### src/rtl/alu_share_arbiter.sv
// alu_share_arbiter: shares one ADD/SUB/AND/OR ALU between two requesters.
// Requests are arbitrated round-robin and their operands are registered.
// Each result is held in a response register until the consumer accepts it.
// An architectural NZCV register is updated only by operations that set
// their setflags bit.
module alu_share_arbiter #(
    parameter int   WIDTH   = 32,
    parameter logic RR_INIT = 1'b0
) (
    input  logic             clk,
    input  logic             reset,
    input  logic [1:0]       req_valid,
    output logic [1:0]       req_ready,
    input  logic [WIDTH-1:0] a0,
    input  logic [WIDTH-1:0] b0,
    input  logic [WIDTH-1:0] a1,
    input  logic [WIDTH-1:0] b1,
    input  logic [1:0]       ctrl0,
    input  logic [1:0]       ctrl1,
    input  logic             setflags0,
    input  logic             setflags1,
    output logic             rsp_valid,
    input  logic             rsp_ready,
    output logic             rsp_id,
    output logic [WIDTH-1:0] rsp_result,
    output logic [3:0]       rsp_flags,
    output logic [3:0]       arch_flags,
    output logic             busy
);

    localparam logic [1:0] OP_ADD = 2'b00;
    localparam logic [1:0] OP_SUB = 2'b01;
    localparam logic [1:0] OP_AND = 2'b10;
    localparam logic [1:0] OP_OR  = 2'b11;

    typedef enum logic [1:0] {
        IDLE = 2'b00,
        EXEC = 2'b01,
        RESP = 2'b10
    } state_t;

    state_t           state;
    state_t           next_state;
    logic             rr_ptr;
    logic [1:0]       grant;
    logic             grant_id;

    logic [WIDTH-1:0] op_a;
    logic [WIDTH-1:0] op_b;
    logic [1:0]       op_ctrl;
    logic             op_setflags;
    logic             op_id;

    logic [WIDTH-1:0] b_eff;
    logic             carry_in;
    logic [WIDTH:0]   sum;
    logic [WIDTH-1:0] alu_result;
    logic [3:0]       alu_flags;

    // Arbitration and sequencing. A lone valid requester wins outright;
    // under contention the requester named by rr_ptr wins.
    always_comb begin
        next_state = state;
        grant      = 2'b00;
        case (state)
            IDLE: begin
                case (req_valid)
                    2'b01:   grant = 2'b01;
                    2'b10:   grant = 2'b10;
                    2'b11:   grant = rr_ptr ? 2'b10 : 2'b01;
                    default: grant = 2'b00;
                endcase
                if (grant != 2'b00) begin
                    next_state = EXEC;
                end
            end
            EXEC: next_state = RESP;
            RESP: begin
                if (rsp_ready) begin
                    next_state = IDLE;
                end
            end
            default: next_state = IDLE;
        endcase
    end

    assign req_ready = grant;
    assign grant_id  = grant[1];
    assign busy      = (state != IDLE);

    // The ALU: SUB is computed as A + ~B + 1, so the carry out is NOT borrow.
    // Overflow occurs when both addends share a sign that the sum does not.
    always_comb begin
        b_eff      = (op_ctrl == OP_SUB) ? ~op_b : op_b;
        carry_in   = (op_ctrl == OP_SUB);
        sum        = {1'b0, op_a} + {1'b0, b_eff} + {{WIDTH{1'b0}}, carry_in};
        alu_result = sum[WIDTH-1:0];
        alu_flags  = 4'b0000;
        case (op_ctrl)
            OP_ADD, OP_SUB: begin
                alu_result   = sum[WIDTH-1:0];
                alu_flags[1] = sum[WIDTH];
                alu_flags[0] = (op_a[WIDTH-1] == b_eff[WIDTH-1]) &&
                               (sum[WIDTH-1] != op_a[WIDTH-1]);
            end
            OP_AND: alu_result = op_a & op_b;
            OP_OR:  alu_result = op_a | op_b;
            default: alu_result = sum[WIDTH-1:0];
        endcase
        alu_flags[3] = alu_result[WIDTH-1];
        alu_flags[2] = (alu_result == '0);
    end

    // State register and round-robin pointer. The pointer moves to the
    // loser on every grant, so contending requesters alternate.
    always_ff @(posedge clk or posedge reset) begin
        if (reset) begin
            state  <= IDLE;
            rr_ptr <= RR_INIT;
        end else begin
            state <= next_state;
            if (grant != 2'b00) begin
                rr_ptr <= ~grant_id;
            end
        end
    end

    // Operand capture on grant, then response and flag capture in EXEC.
    // The response is held until the consumer accepts it.
    always_ff @(posedge clk or posedge reset) begin
        if (reset) begin
            op_a        <= '0;
            op_b        <= '0;
            op_ctrl     <= 2'b00;
            op_setflags <= 1'b0;
            op_id       <= 1'b0;
            rsp_valid   <= 1'b0;
            rsp_id      <= 1'b0;
            rsp_result  <= '0;
            rsp_flags   <= 4'b0000;
            arch_flags  <= 4'b0000;
        end else begin
            if (state == IDLE && grant != 2'b00) begin
                op_a        <= grant_id ? a1 : a0;
                op_b        <= grant_id ? b1 : b0;
                op_ctrl     <= grant_id ? ctrl1 : ctrl0;
                op_setflags <= grant_id ? setflags1 : setflags0;
                op_id       <= grant_id;
            end
            if (state == EXEC) begin
                rsp_valid  <= 1'b1;
                rsp_id     <= op_id;
                rsp_result <= alu_result;
                rsp_flags  <= alu_flags;
                if (op_setflags) begin
                    arch_flags <= alu_flags;
                end
            end
            if (state == RESP && rsp_ready) begin
                rsp_valid <= 1'b0;
            end
        end
    end

endmodule

### config.mk
export PLATFORM = sky130hd
export DESIGN_NAME = alu_share_arbiter
export DESIGN_NICKNAME = d
export VERILOG_FILES = /design/src/rtl/alu_share_arbiter.sv
export SDC_FILE = /design/constraint.sdc
export NUM_CORES = 1
export LEC_CHECK = 0
export ABC_AREA = 1
export BUFFER_PORTS_ARGS = -buffer_cell sky130_fd_sc_hd__buf_2
export CORE_MARGIN = 2
export CORE_UTILIZATION = 40
export DETAILED_ROUTE_END_ITERATION = 8
export PLACE_DENSITY = 0.61
export SKIP_LAST_GASP = 1
export SYNTH_ARGS = -nofsm -noshare
export SYNTH_HDL_FRONTEND = slang
export SYNTH_SLANG_ARGS = --single-unit
### constraint.sdc
create_clock -name clk -period 3.29 [get_ports clk]
set_input_delay 0.4935 -clock clk [delete_from_list [all_inputs] [get_ports clk]]
set_output_delay 0.4935 -clock clk [all_outputs]
set_load 0.02 [all_outputs]
==> out/metrics.yaml <==
synth-seq-cells: 112
synthArstFlopShare_pct: 100
outcome: "finished clean"
synth_area_leaders: "dfrtp_1, nand2_1, inv_1"
grt_max_degree: 69
num_rows: 52
hold_violations: 0
cts_buffers: 9
critPathKind: "reg -> reg"
routabilityCongestion: 0.972
synth_flop_cell: "dfrtp_1"
crit_fanout: 16
grt_util_met1_pct: 34.5
fin_nets: 1572
startpoint_type: "register"
tns_ns: 0
crit_chain: "inv_4 -> nand2_4 -> buf_12 -> buf_4 -> xor2_1 -> ha_1 -> inv_1 -> nor3_1 -> nand2_1 -> a21oi_1 -> nor2_1 -> nand3_1 -> nand3_1 -> nor2_1 -> nand2_1 -> nor2_2 -> nand4_1 -> nand2_1"
holdCritPathClass: "in -> async"
clkLatencyLatePin_ns: 0.37
cts_sinks: 112
dr.pass1.iters: 8
drc: 0
grt_pass1_vias: 8307
synth-edff-count: 0
timing.fmax_mhz: 326
synth_cells: 1224
crit_path_frequent_cell: "nand2_1"
place_hpwl_um: 20500
yosys.cell_count.top_type: "nand2_1"
crit_family: "simple AND/OR/NAND/NOR gates"
diodes: 0
rsz0062_at_grt: "no"
synth_top_area_cell: "dfrtp_1"
place_worst_setup_slack_ns: 0.0745
wl_per_cell_um: 15.4
antenna_found_initial: 0
vias: 8341
area_delta_synth_final_pct: 20.6
maxSlewViolCount: 0
slew_headroom_pct: 39.2
setup-violations-final: 0
cts.reportedPaths.clkPinSlew_ns: 0.09
start_util_pct: 40.6
die_w_um: 147
post-route-period-util_pct: 93.3
seq_area_frac_synth_pct: 34.2
syn_area_um2: 8190
use_met3_pct: 3.51
die_area_um2: 21600
slowest_stage: "dfrtp_1"
min_period_ns: 3.07
hold_buffers: 0
grt_usage_pct: 24.5
fin_worst_skew_ns: 0.0123
htreeDepth: 3
port_buffers: 183
netlist.area_leader.share_pct: 34.2
busiest_layer: "met2"
crit_path_end_kind: "register"
wirelength_um: 25800
yosys.cell_types.count: 38
syn_nets: 1397
cts_tree: "yes"
ant_nets: 0
drive_above_1_share_pct: 18.2
clock_path_buffers: 2
synth_common_cells: "nand2_1, inv_1, dfrtp_1"
critical_path_arrival_ns: 3.38
crit_required_ns: 3.60
io_pins: 184
avgSynthCellArea_um2: 6.69
avgViaCountPerCell: 4.98
path_buf_inv: 4
fp.coreArea_um2: 20200
yosys_warnings: 0
setup_ws_ns: 0.221
tightest_slew_ns: 0.910
max_stage_delay_ns: 0.41
grt_overflow: 0
grt_pass1_wl_um: 42500
globalRouteMet2Util_pct: 39.7
die_y_um: 147
dr.first_iter.drc_count: 520
cts-root-buf: "clkbuf_16"
cap_violations: 0
-- repair_timing --
action,4_1_cts,5_1_grt
setup buffers,0,1
gates resized for setup,0,19
hold endpoints to repair,0,0
setup endpoints to repair,0,2
-- area by class of cell --
type | count | area, um2
fill | 2167 | 10300
multi-input combinational | 876 | 4560
sequential | 112 | 2800
timing repair buffer | 206 | 1140
inverter | 194 | 734
tap | 270 | 338
clock buffer | 9 | 225
clock inverter | 7 | 77.6
-- per-layer routing --
metal | share of wire, % | wire (um) | vias up
met5 | 0 | 0 | -
met4 | 1.5 | 385 | 0
met3 | 5.6 | 1440 | 21
met2 | 45 | 11600 | 224
met1 | 48 | 12400 | 3780
li1 | - | - | 4316
-- metrics by stage --
step	hold WS, ns	std cells	util, %	instance area (um2)
floorplan	0.462	1224	-	8200
global placement	0.472	1657	47.1	9510
detailed placement	0.470	1657	47.1	9510
CTS	0.309	1673	48.6	9810
global route	0.325	1674	49.0	9880
finish	0.294	1674	49.0	9880
-- flip-flops by register name (all words and copies together) (netlist names), 2 cells and up --
register / flops
state: 2
rsp_flags: 3
rsp_result: 32
op_b: 32
op_ctrl: 2
arch_flags: 4
op_a: 32
-- path summary, 6_finish.rpt --
path | from | end | slack, ns | cells after the start
max | op_ctrl[1] | rsp_flags[2] | 0.22 | 18
min | reset | op_setflags | 0.29 | 2
max reg2reg | op_ctrl[1] | rsp_flags[2] | 0.22 | 18
min reg2reg | rsp_result[13] | rsp_result[13] | 0.48 | 2
max in group asynchronous | reset | op_a[13] | 2.17 | 3
min in group clk | rsp_ready | state[1] | 0.32 | 2
-- logic make-up (layout without fill, tap and decap cells) --
family,count (synthesis),in the layout,share of synthesized area (%)
AOI/OAI and AO/OA,220,220,16.7
xor gates and xnor gates,33,33,3.53
adders and majority gates,34,34,5.28
buffers and inverters,236,416,11.1
DFF,112,112,34.2
and+or+nand+nor,589,589,29.2
-- worst register-to-register path, stage by stage (launching register included) --
cell and delay, ns:
dfrtp_1 0.41, inv_4 0.07, nand2_4 0.07, buf_12 0.17
buf_4 0.17, xor2_1 0.14, ha_1 0.36, inv_1 0.10
nor3_1 0.37, nand2_1 0.13, a21oi_1 0.23, nor2_1 0.10
nand3_1 0.09, nand3_1 0.11, nor2_1 0.13, nand2_1 0.09
nor2_2 0.11, nand4_1 0.08, nand2_1 0.08
-- layout by cell type, fill, tap and decap left out, drive strengths merged --
master    Yosys  routed
a21boi        1       1
a21oi        59      59
a22oi         1       1
a31oi        50      50
and2          2       2
buf          13     206
clkbuf       29       9
clkinv        1       5
clkinvlp      0       1
dfrtp       112     112
fa            1       1
ha           33      33
inv         193     195
nand2       411     411
nand3        59      59
nand3b        6       6
nand4        12      12
nor2         89      89
nor3          8       8
nor4          1       1
o211ai       66      66
o21ai        35      35
o21bai        4       4
o22ai         2       2
o311ai        2       2
or2           1       1
xnor2         1       1
xor2         32      32
Power is left out: the tool's default activity adds up to more than one toggle a clock period on the data nets, which glitch-free logic cannot reach.
